## config.mk

```make
export PLATFORM = sky130hd
export DESIGN_NAME = hyst_comp_real
export DESIGN_NICKNAME = d
export VERILOG_FILES = /design/src/rtl/hyst_comp_real.sv
export SDC_FILE = /design/constraint.sdc
export NUM_CORES = 1
export LEC_CHECK = 0
export ABC_AREA = 0
export CORE_AREA = 2 2 62 64
export CTS_CLUSTER_SIZE = 8
export DETAILED_ROUTE_END_ITERATION = 6
export DIE_AREA = 0 0 64 66
export GPL_TIMING_DRIVEN = 0
export PLACE_DENSITY = 0.79
export SKIP_LAST_GASP = 1
export SYNTH_ARGS = -nofsm -noshare
export SYNTH_HDL_FRONTEND = slang
export SYNTH_SLANG_ARGS = --single-unit
```

## constraint.sdc

```tcl
create_clock -name clk -period 2.36 [get_ports clk]
set_input_delay 0.472 -clock clk [delete_from_list [all_inputs] [get_ports clk]]
set_output_delay 0.472 -clock clk [all_outputs]
set_load 0.01 [all_outputs]
```

## src/rtl/hyst_comp_real.sv

```systemverilog
// Registered fixed-point comparator with hysteresis/window modes, persistence filter and edge pulses.
// Optional transition counter on `cnt` when HYST_COMP_REAL_CNT_EN is defined.
module hyst_comp_real #(
    parameter int width_a     = 16,
    parameter int exponent_a  = -8,
    parameter int width_hi    = 16,
    parameter int exponent_hi = -8,
    parameter int width_lo    = 16,
    parameter int exponent_lo = -8,
    parameter int mode        = 0,
    parameter int persist     = 1,
    parameter bit init        = 1'b0,
    parameter int cnt_width   = 16
) (
    input  logic                       clk,
    input  logic                       rst,
    input  logic                       cke,
    input  logic signed [width_a-1:0]  a,
    input  logic signed [width_hi-1:0] hi,
    input  logic signed [width_lo-1:0] lo,
    output logic                       c,
    output logic                       rise,
    output logic                       fall
`ifdef HYST_COMP_REAL_CNT_EN
    ,
    output logic [cnt_width-1:0]       cnt
`endif
);

    function automatic int min3(input int x, input int y, input int z);
        int m;
        m = (x < y) ? x : y;
        return (m < z) ? m : z;
    endfunction

    function automatic int max3(input int x, input int y, input int z);
        int m;
        m = (x > y) ? x : y;
        return (m > z) ? m : z;
    endfunction

    // Common format: finest LSB of the three operands, wide enough that no operand loses range.
    localparam int exp_min = min3(exponent_a, exponent_hi, exponent_lo);
    localparam int sh_a    = exponent_a  - exp_min;
    localparam int sh_hi   = exponent_hi - exp_min;
    localparam int sh_lo   = exponent_lo - exp_min;
    localparam int w_al    = max3(width_a + sh_a, width_hi + sh_hi, width_lo + sh_lo);

    localparam logic [7:0] run_last = 8'(persist - 1);

    if (mode != 0 && mode != 1) begin : g_bad_mode
        $error("hyst_comp_real: mode must be 0 or 1");
    end
    if (persist < 1 || persist > 255) begin : g_bad_persist
        $error("hyst_comp_real: persist must be in 1..255");
    end
    if (cnt_width < 1) begin : g_bad_cnt_width
        $error("hyst_comp_real: cnt_width must be at least 1");
    end

    logic signed [w_al-1:0] a_al;
    logic signed [w_al-1:0] hi_al;
    logic signed [w_al-1:0] lo_al;

    assign a_al  = w_al'(a)  <<< sh_a;
    assign hi_al = w_al'(hi) <<< sh_hi;
    assign lo_al = w_al'(lo) <<< sh_lo;

    logic       set_hit;
    logic       clr_hit;
    logic       t;
    logic [7:0] run;
    logic       flip;

    always_comb begin
        set_hit = (a_al >= hi_al);
        clr_hit = (a_al <= lo_al);
        t       = c;
        if (mode == 1) begin
            t = (a_al >= lo_al) && (a_al <= hi_al);
        end else if (set_hit && !clr_hit) begin
            t = 1'b1;
        end else if (clr_hit && !set_hit) begin
            t = 1'b0;
        end
    end

    assign flip = cke && (t != c) && (run == run_last);

    always_ff @(posedge clk or posedge rst) begin
        if (rst) begin
            c    <= init;
            run  <= 8'd0;
            rise <= 1'b0;
            fall <= 1'b0;
        end else begin
            // NOTE: pulses default low every edge so they last exactly one cycle and stay 0 while cke=0.
            rise <= 1'b0;
            fall <= 1'b0;
            if (cke) begin
                if (t == c) begin
                    run <= 8'd0;
                end else if (run == run_last) begin
                    c    <= t;
                    run  <= 8'd0;
                    rise <= t;
                    fall <= !t;
                end else begin
                    run <= run + 8'd1;
                end
            end
        end
    end

`ifdef HYST_COMP_REAL_CNT_EN
    always_ff @(posedge clk or posedge rst) begin
        if (rst) begin
            cnt <= '0;
        end else if (flip && (cnt != '1)) begin
            cnt <= cnt + 1'b1;
        end
    end
`else
    logic unused_flip;
    assign unused_flip = flip;
`endif

endmodule

```

==> metrics list, run 1 <==
- In the final routed layout, each cell accounts on average for approximately 16 microns.
* Reported leakage power: approximately 1.2 nW
- Entering global routing, the biggest net connects 12 pins.
- Clock transition time at the flip-flop clock pins of the worst setup and hold paths: roughly 0.07 ns
* Number of clock sinks: 11
- Sequential-to-total area share from yosys stat: around 18%
- The via count of the first global-routing pass came to about 1700.
- Number of max-cap violations: 0
- The repair_antennas step left the layout with diodes totalling 0.
- In this design, the largest share of critical-path delay is due to compound AO/OA/AOI/OAI gates.
* Failing checks: setup timing
- Count of buffer and inverter cells on the critical path: 5
- Depth of the CTS H-tree: 1
- At the pin with the least slew margin, the transition time is about 0.46 ns.
- The critical path goes through dlygate4sd2_1, inv_1, ha_1, nand4_1, o41ai_2, o21ai_1, o31a_1, nor4b_4, buf_4, buf_6, buf_6, o211ai_1, o21ai_1.
- After synthesis the netlist holds a flip-flop and latch count of 11.
- The finished layout holds 315 standard cells, fillers aside.
* Standard-cell row count: 22
* TritonCTS clock tree: done
- For this run the aggregate overflow at the end of global routing stands at 0.
* Hold Violations, Final: 0
- Subtracting the final worst setup slack from the clock period gives roughly 2.6 ns.
- Compared with the post-synthesis result, the final layout area differs by 73.8%.
- The clock passes through at most 2 buffers.
* Vias per cell: ~5.5
- GR Util All Layers: a little over a fifth
- Counting tap cells, the placed design contains a total of between 200 and 300 instances.
- For this run, the leading register cell type out of synthesis is dfrtp_1.
* Critical-path top delay cell: o41ai_2
- Summed over all nets, the half-perimeter wirelength after detailed placement is 3.04 mm.
- For the final database, setup skew stands at approximately 0.0015 ns.
- Once the floorplan was initialized, standard cells occupied between 40 and 50% of the core.
- The library cell used most frequently in the layout, excluding fill and tap cells, is ha_4.
- The routed design has approximately 5.1 mm of wire.
- Global-route wire length before repair: ~7.4 mm
- STA classifies the critical path startpoint as an input port.
- After layout, the worst path uses 109% of the clock period.
* Number of nets in the final layout: 353
* Number of buffers created by CTS: 3
- Mapped Cells: between 150 and 200
- In this run the worst path has a maximum fanout of 4.
- Mean instance size in the synthesized netlist: approximately 8.3 sq um
* Power density over the cells: 275 nW/um^2
- Setup violations remaining at the end of the flow were counted as 8.
- The Yosys step of the flow raised 0 warnings.
- In this run the horizontal extent of the chip is 64 microns.
- Weighted congestion at the end of routability-driven global placement: roughly 0.85
- Worst r2r src: run[0]
- Max VDD drop: roughly 0.26 mV
* Die area: between 4000 and 5000 sq um
- On the worst path, the slowest cell contributes a delay of between 0.4 and 0.5 ns.
* Fin. max-slew vios: 0
- Number of DRC violations after detailed routing: 0
* Total nets after synthesis: 273
- Std-Cell Core Area: about 3600 sq um
- Top library cells by usage in the layout, fill and taps aside: ha_4 (24), inv_2 (21), buf_4 (19)
* RSZ-0062 raised after global routing: true
* Proportion of layout cells with a drive suffix above 1: between 40% and 50%
* Fin worst setup slack: -0.222 ns
- In this run the worst hold path is classified as in -> async.
* Worst EP arrival: roughly 2.8 ns
* Post-synthesis instance area: 1570 sq um
* Drt pass-1 iters: 4
- Overall via count from detail_route: around 1700
* Number of antenna-violating nets in the routed design: 0
- For the worst setup path, the data required time is ~2.6 ns.
* Setup crit start: lo[8]
- Yosys cell types: between 40 and 50
- Share of flip-flops with an asynchronous set or reset after synthesis: 100%
- STA classifies the critical path endpoint as a flop.
- The initial antenna violation count was 0.
- The setup path with the least slack is of type in -> reg.
* Max_slew headroom: between 60% and 70%
- Starting DRC count in detailed routing: 57
- Overall power consumption after layout is estimated at 0.750 mW.
* Count of port buffers added during placement: between 50 and 60
* EDFF count, synth: 0
* Fmax: between 0.3 and 0.4 GHz
* Outcome: finished with violations
* Die Ht: approximately 66 microns
* Clock latency reported for the late side of the worst-skew pair: 0.27 ns
- Boundary pin count: 54
- Master cell of the clock root buffer: clkbuf_4
registers in the layout, summed over array words and instances, names as in the netlist:
name	count
run	8
c	1
fall	1
rise	1
final cells by class:
type | count | area [sq um]
sequential | 11 | 275
buffer | 2 | 7.51
timing repair buffer | 75 | 621
tap | 48 | 60.1
fill | 240 | 825
clock buffer | 4 | 26.3
inverter | 38 | 155
multi-input combinational | 137 | 1580
synth_stat cells (all sizes together), types with 2 or more instances:
cell | count | area share (%)
ha | 34 | 27
o21ai | 6 | 1.9
o211ai | 6 | 2.9
nor2b | 4 | 1.6
or2 | 2 | 0.80
a21oi | 12 | 4.1
or4 | 3 | 1.4
o31a | 2 | 1.7
clkbuf | 2 | 0.48
nor2 | 7 | 1.8
o22ai | 3 | 1.2
nand3 | 5 | 1.6
nor4b | 3 | 3.6
nor4 | 2 | 1.8
a211oi | 2 | 0.96
nand4 | 8 | 3.6
nor3 | 3 | 0.96
mux2i | 2 | 1.3
nand2 | 13 | 3.1
o21a | 2 | 0.96
inv | 37 | 8.9
dfrtp | 11 | 18
o21bai | 2 | 0.96
o41ai | 2 | 1.6
where the power goes:
group / switching [mW] / total, mW / internal, mW
logic: 0.202 / 0.426 / 0.223
registers: 0.00288 / 0.196 / 0.193
clock network: 0.0632 / 0.129 / 0.0655
total: 0.268 / 0.750 / 0.482
metal layers:
metal	vias up	global-route usage, %	share of wire [%]
met5	-	0	0
met4	0	4.89	1.9
met3	11	2.04	4.4
met2	56	42.2	54
met1	825	26.3	40
li1	844	-	-
worst reg2reg max path, stage by stage (launching register included):
cell,delay (ns)
dfrtp_1,0.40
inv_1,0.13
ha_1,0.16
or4b_1,0.48
nor4_4,0.34
nor4b_4,0.08
buf_4,0.17
or2_1,0.20
a311o_1,0.31
worst paths after layout:
kind                           to  slack, ns  cells after the start
setup / recovery           run[0]      -0.22                     13
hold / removal             run[2]       0.48                      2
setup reg to reg           run[3]      -0.03                      8
hold reg to reg            run[7]       0.54                      1
max in group asynchronous  run[1]       1.60                      2
min in group clk           run[7]       0.54                      1
stage by stage:
| step | setup slack (ns) | setup TNS, ns | utilization, % | area [sq um] | hold WS [ns] |
|---|---|---|---|---|---|
| floorplan | -0.276 | -0.996 | - | 1670 | 0.324 |
| global placement | -1.05 | -9.36 | 63.4 | 2250 | 0.524 |
| detailed placement | -1.10 | -9.55 | 63.4 | 2250 | 0.532 |
| CTS | -0.205 | -0.839 | 72.9 | 2590 | 0.497 |
| global route | -0.328 | -2.23 | 76.8 | 2730 | 0.556 |
| finish | -0.222 | -1.38 | 76.8 | 2730 | 0.482 |
timing repair:
action                     in CTS  in global routing
hold endpoints to repair        0                  0
gates resized for setup       157                 46
hold buffers                    0                  0
gates cloned                    0                  0
setup buffers                  18                  6
pin swaps                      42                 12
setup endpoints to repair      11                 10
logic make-up (layout without fill, tap and decap cells):
logic type / after synthesis / after routing / synth area share (%)
adders and majority gates: 34 / 34 / 27.1
AOI/OAI and AO/OA: 44 / 44 / 20.7
muxes: 3 / 3 / 1.99
buffers and inverters: 40 / 119 / 9.57
and+or+nand+nor: 56 / 56 / 23.1
DFF: 11 / 11 / 17.5
(Power assumes the default switching activity.)
==> run 2: changes to the inputs <==
--- a/config.mk
+++ b/config.mk
@@ -12,4 +12,5 @@
 export DIE_AREA = 0 0 64 66
 export GPL_TIMING_DRIVEN = 0
+export HOLD_SLACK_MARGIN = 0.12
 export PLACE_DENSITY = 0.79
 export SKIP_LAST_GASP = 1
==> constraint.sdc (replaced) <==
create_clock -name clk -period 2.36 [get_ports clk]
set_input_delay 0.354 -clock clk [delete_from_list [all_inputs] [get_ports clk]]
set_output_delay 0.354 -clock clk [all_outputs]
set_load 0.01 [all_outputs]
==> run 2 against run 1 <==
Compared with the run above: the run still ends with setup timing left; register-to-register slack worse by 0.06 ns; clock power is 4% higher; die area unchanged; sequential cell count did not move; largest cell class unchanged; largest power group unchanged.
==> metrics list, run 2 (synthesized netlist as in run 1, its figures left out) <==
* Time the final worst path needs with I/O delays and setup: 2.48 ns (was 2.58 ns)
* Number of DRC violations after detailed routing: 0 (unchanged)
- Weighted congestion at the end of routability-driven global placement: 0.798 (was 0.849)
- The critical path start-end classification is in -> reg (unchanged).
* Max_slew headroom: 68.6% (was 69.2%)
- The sequential cell area in the final layout came to 275 sq um (unchanged).
* Largest driver fanout on the critical path: 4 (unchanged)
- Total congestion overflow after global routing: 0 (unchanged)
- The slack of the worst reg-to-reg path was -0.09 ns (was -0.03 ns).
- The via count of the first global-routing pass was 1876 (was 1715).
- Total inserted antenna cells: 0 (unchanged)
- Power density over the cells: 271 nW/um^2 (was 275 nW/um^2)
* Clock latency reported for the late side of the worst-skew pair: 0.28 ns (was 0.27 ns)
- Top library cells by usage in the layout, fill and taps aside: dlygate4sd2_1 (23), inv_2 (22), ha_4 (22) (was ha_4 (24), inv_2 (21), buf_4 (19))
* Delay contributed by the slowest stage of the critical path: 0.54 ns (was 0.43 ns)
* Area of all placed cells without fillers: 2720 sq um (was 2730 sq um)
- The worst supply voltage drop on vdd came to 0.300 mV (was 0.263 mV).
- The fraction of layout cells with a size suffix above 1 was 43.1% (was 48.7%).
* Fin worst setup slack: -0.124 ns (was -0.222 ns)
- The final cycle utilization of the critical path was 105% (was 109%).
- R2R Path End: run[3] (unchanged)
- Horizontal die dimension: 64 microns (unchanged)
- Transition time of the tightest slew-check pin: 0.472 ns (was 0.462 ns)
* Crit end category: flop (unchanged)
- The I/O pin count is 54 (unchanged).
- Outcome: finished with violations (unchanged)
* Starting Density: 44.2% (unchanged)
- Area of placed instances: 2250 sq um (unchanged)
* Master cell of the clock root buffer: clkbuf_4 (unchanged)
* Worst r2r src: run[0] (unchanged)
- Failing checks: setup timing (unchanged)
* Antenna violations before repair: 0 (unchanged)
- The die extent in y is 66 microns (unchanged).
* Clock Skews: 0.00773 ns (was 0.00154 ns)
- Largest net degree at the start of global routing: 12 (unchanged)
* Number of nets in the final layout: 353 (unchanged)
* Largest register FFs: 8 (unchanged)
* Starting DRC count in detailed routing: 54 (was 57)
- Top reg by flops: run (unchanged)
- The worst reg2reg path depth is 8 (unchanged).
- Number of antenna-violating nets in the routed design: 0 (unchanged)
- The die outline area is 4220 sq um (unchanged).
- The number of buffers created by CTS was 3 (unchanged).
- The commonest non-fill, non-tap cell in the layout is dlygate4sd2_1 (was ha_4).
- Area growth from synthesis to layout: 73.0% (was 73.8%)
- The multi-input gate area in the final layout came to 1510 sq um (was 1580 sq um).
- The final number of setup-violating endpoints is 6 (was 8).
- Count of buffer and inverter cells on the critical path: 2 (was 5)
- The post-DP HPWL came to 3.02 mm (was 3.04 mm).
* TritonCTS clock tree: done (unchanged)
- The max-cap violation count came to 0 (unchanged).
* End point of the critical path: run[3] (was run[0])
- Hold Crit Class: in -> async (unchanged)
- Number of clock sinks: 11 (unchanged)
- The final total negative setup slack is -0.540 ns (was -1.38 ns).
- The standby leakage power is 1.19 nW (was 1.20 nW).
- Average wire per cell in the routed design: 16.0 microns (was 16.2 microns)
- The number of core rows came to 22 (unchanged).
* Critical-path top delay cell: or4_1 (was o41ai_2)
- The combined global-route utilization of all metal layers was 25.5% (was 22.0%).
- The global-route wire length before repair was 8.54 mm (was 7.41 mm).
* Worst EP arrival: 2.65 ns (was 2.78 ns)
- The final hold violation count was 0 (unchanged).
- The critical path launch point type is an input port (unchanged).
- Overall via count from detail_route: 1710 (was 1736)
* Crit. path cell count: 10 (was 13)
- The CTS H-tree depth was 1 (unchanged).
- RSZ-0062 raised after global routing: true (unchanged)
* Count of port buffers added during placement: 52 (unchanged)
- Vias per cell: 5.43 (was 5.51)
* Final-layout fill cell count: 236 (was 240)
- Setup crit start: hi[15] (was lo[8])
* Drt pass-1 iters: 4 (unchanged)
- The core area is 3550 sq um (unchanged).
- Hold bufs inserted after CTS: 0 (unchanged)
- The max-slew violation total from the final report was 0 (unchanged).
- CP top delay family: simple AND/OR/NAND/NOR gates (was compound AO/OA/AOI/OAI gates)
- The critical path required time came to 2.53 ns (was 2.56 ns).
- Clock transition time at the flip-flop clock pins of the worst setup and hold paths: 0.08 ns (was 0.07 ns)
- The fmax is 0.403 GHz (was 0.387 GHz).
* Largest buffer count on any clock path: 2 (unchanged)
- Cells along the critical path: buf_8, inv_12, ha_4, nor2b_1, o21ai_1, or4_1, o31a_4, nor4b_4, or2_1, a311o_1 (was dlygate4sd2_1, inv_1, ha_1, nand4_1, o41ai_2, o21ai_1, o31a_1, nor4b_4, buf_4, buf_6, buf_6, o211ai_1, o21ai_1).
- The total length of routed wires came to 5.05 mm (was 5.11 mm).
[run 2: cell types whose count changed in the layout (fill, tap and decap cells not counted), moves of 2 or more]
cell / delta
buf_6: -3
clkdlybuf4s15_2: +3
ha_4: -2
clkbuf_2: -11
dlygate4sd2_1: +9
ha_1: +3
buf_8: +2
inv_1: -2
[run 2: repair_timing]
item | CTS | global route
pin swaps | 43 | 17
resized for setup | 161 | 16
setup buffers | 23 | 5
endpoints found under the setup margin | 11 | 8
[run 2: layout make-up]
cell class	count	area share (%)
multi-input cells	137	55.7
repair buffers	75	24.9
flip-flops and latches	11	10.1
inverters	38	5.81
well taps	48	2.21
clock buffers	4	0.968
plain buffers	2	0.276
[run 2: stage by stage]
step	utilization [%]	worst slack, ns	std cells	hold slack, ns	power [mW]
2_1_floorplan	-	-0.158	188	0.206	0.374
4_1_cts	74.2	-0.0720	313	0.386	0.702
3_3_place_gp	63.4	-0.934	288	0.522	0.506
5_1_grt	76.5	-0.190	315	0.409	0.783
6_report	76.5	-0.124	315	0.373	0.736
3_5_place_dp	63.4	-0.950	288	0.530	0.511
[run 2: worst min-delay path by stage]
stage           start      to  depth (start not counted)  slack (ns)
6_report          rst  run[4]                          2        0.37
5_1_grt           rst  run[4]                          2        0.41
4_1_cts           rst  run[4]                          2        0.39
3_5_place_dp   run[7]  run[7]                          1        0.53
3_3_place_gp   run[7]  run[7]                          1        0.52
2_1_floorplan     rst       c                          1        0.21
[run 2: layer usage]
layer  share of wire [%]  global-route usage [%]
met4                 1.4                    7.07
met1                  41                    28.7
met5                   0                       0
met2                  53                    49.5
met3                 5.0                    3.75
[run 2: power breakdown]
part | internal, mW | switching [mW]
clock | 0.0657 | 0.0687
sequential | 0.193 | 0.00348
combinational | 0.213 | 0.192
total | 0.472 | 0.264
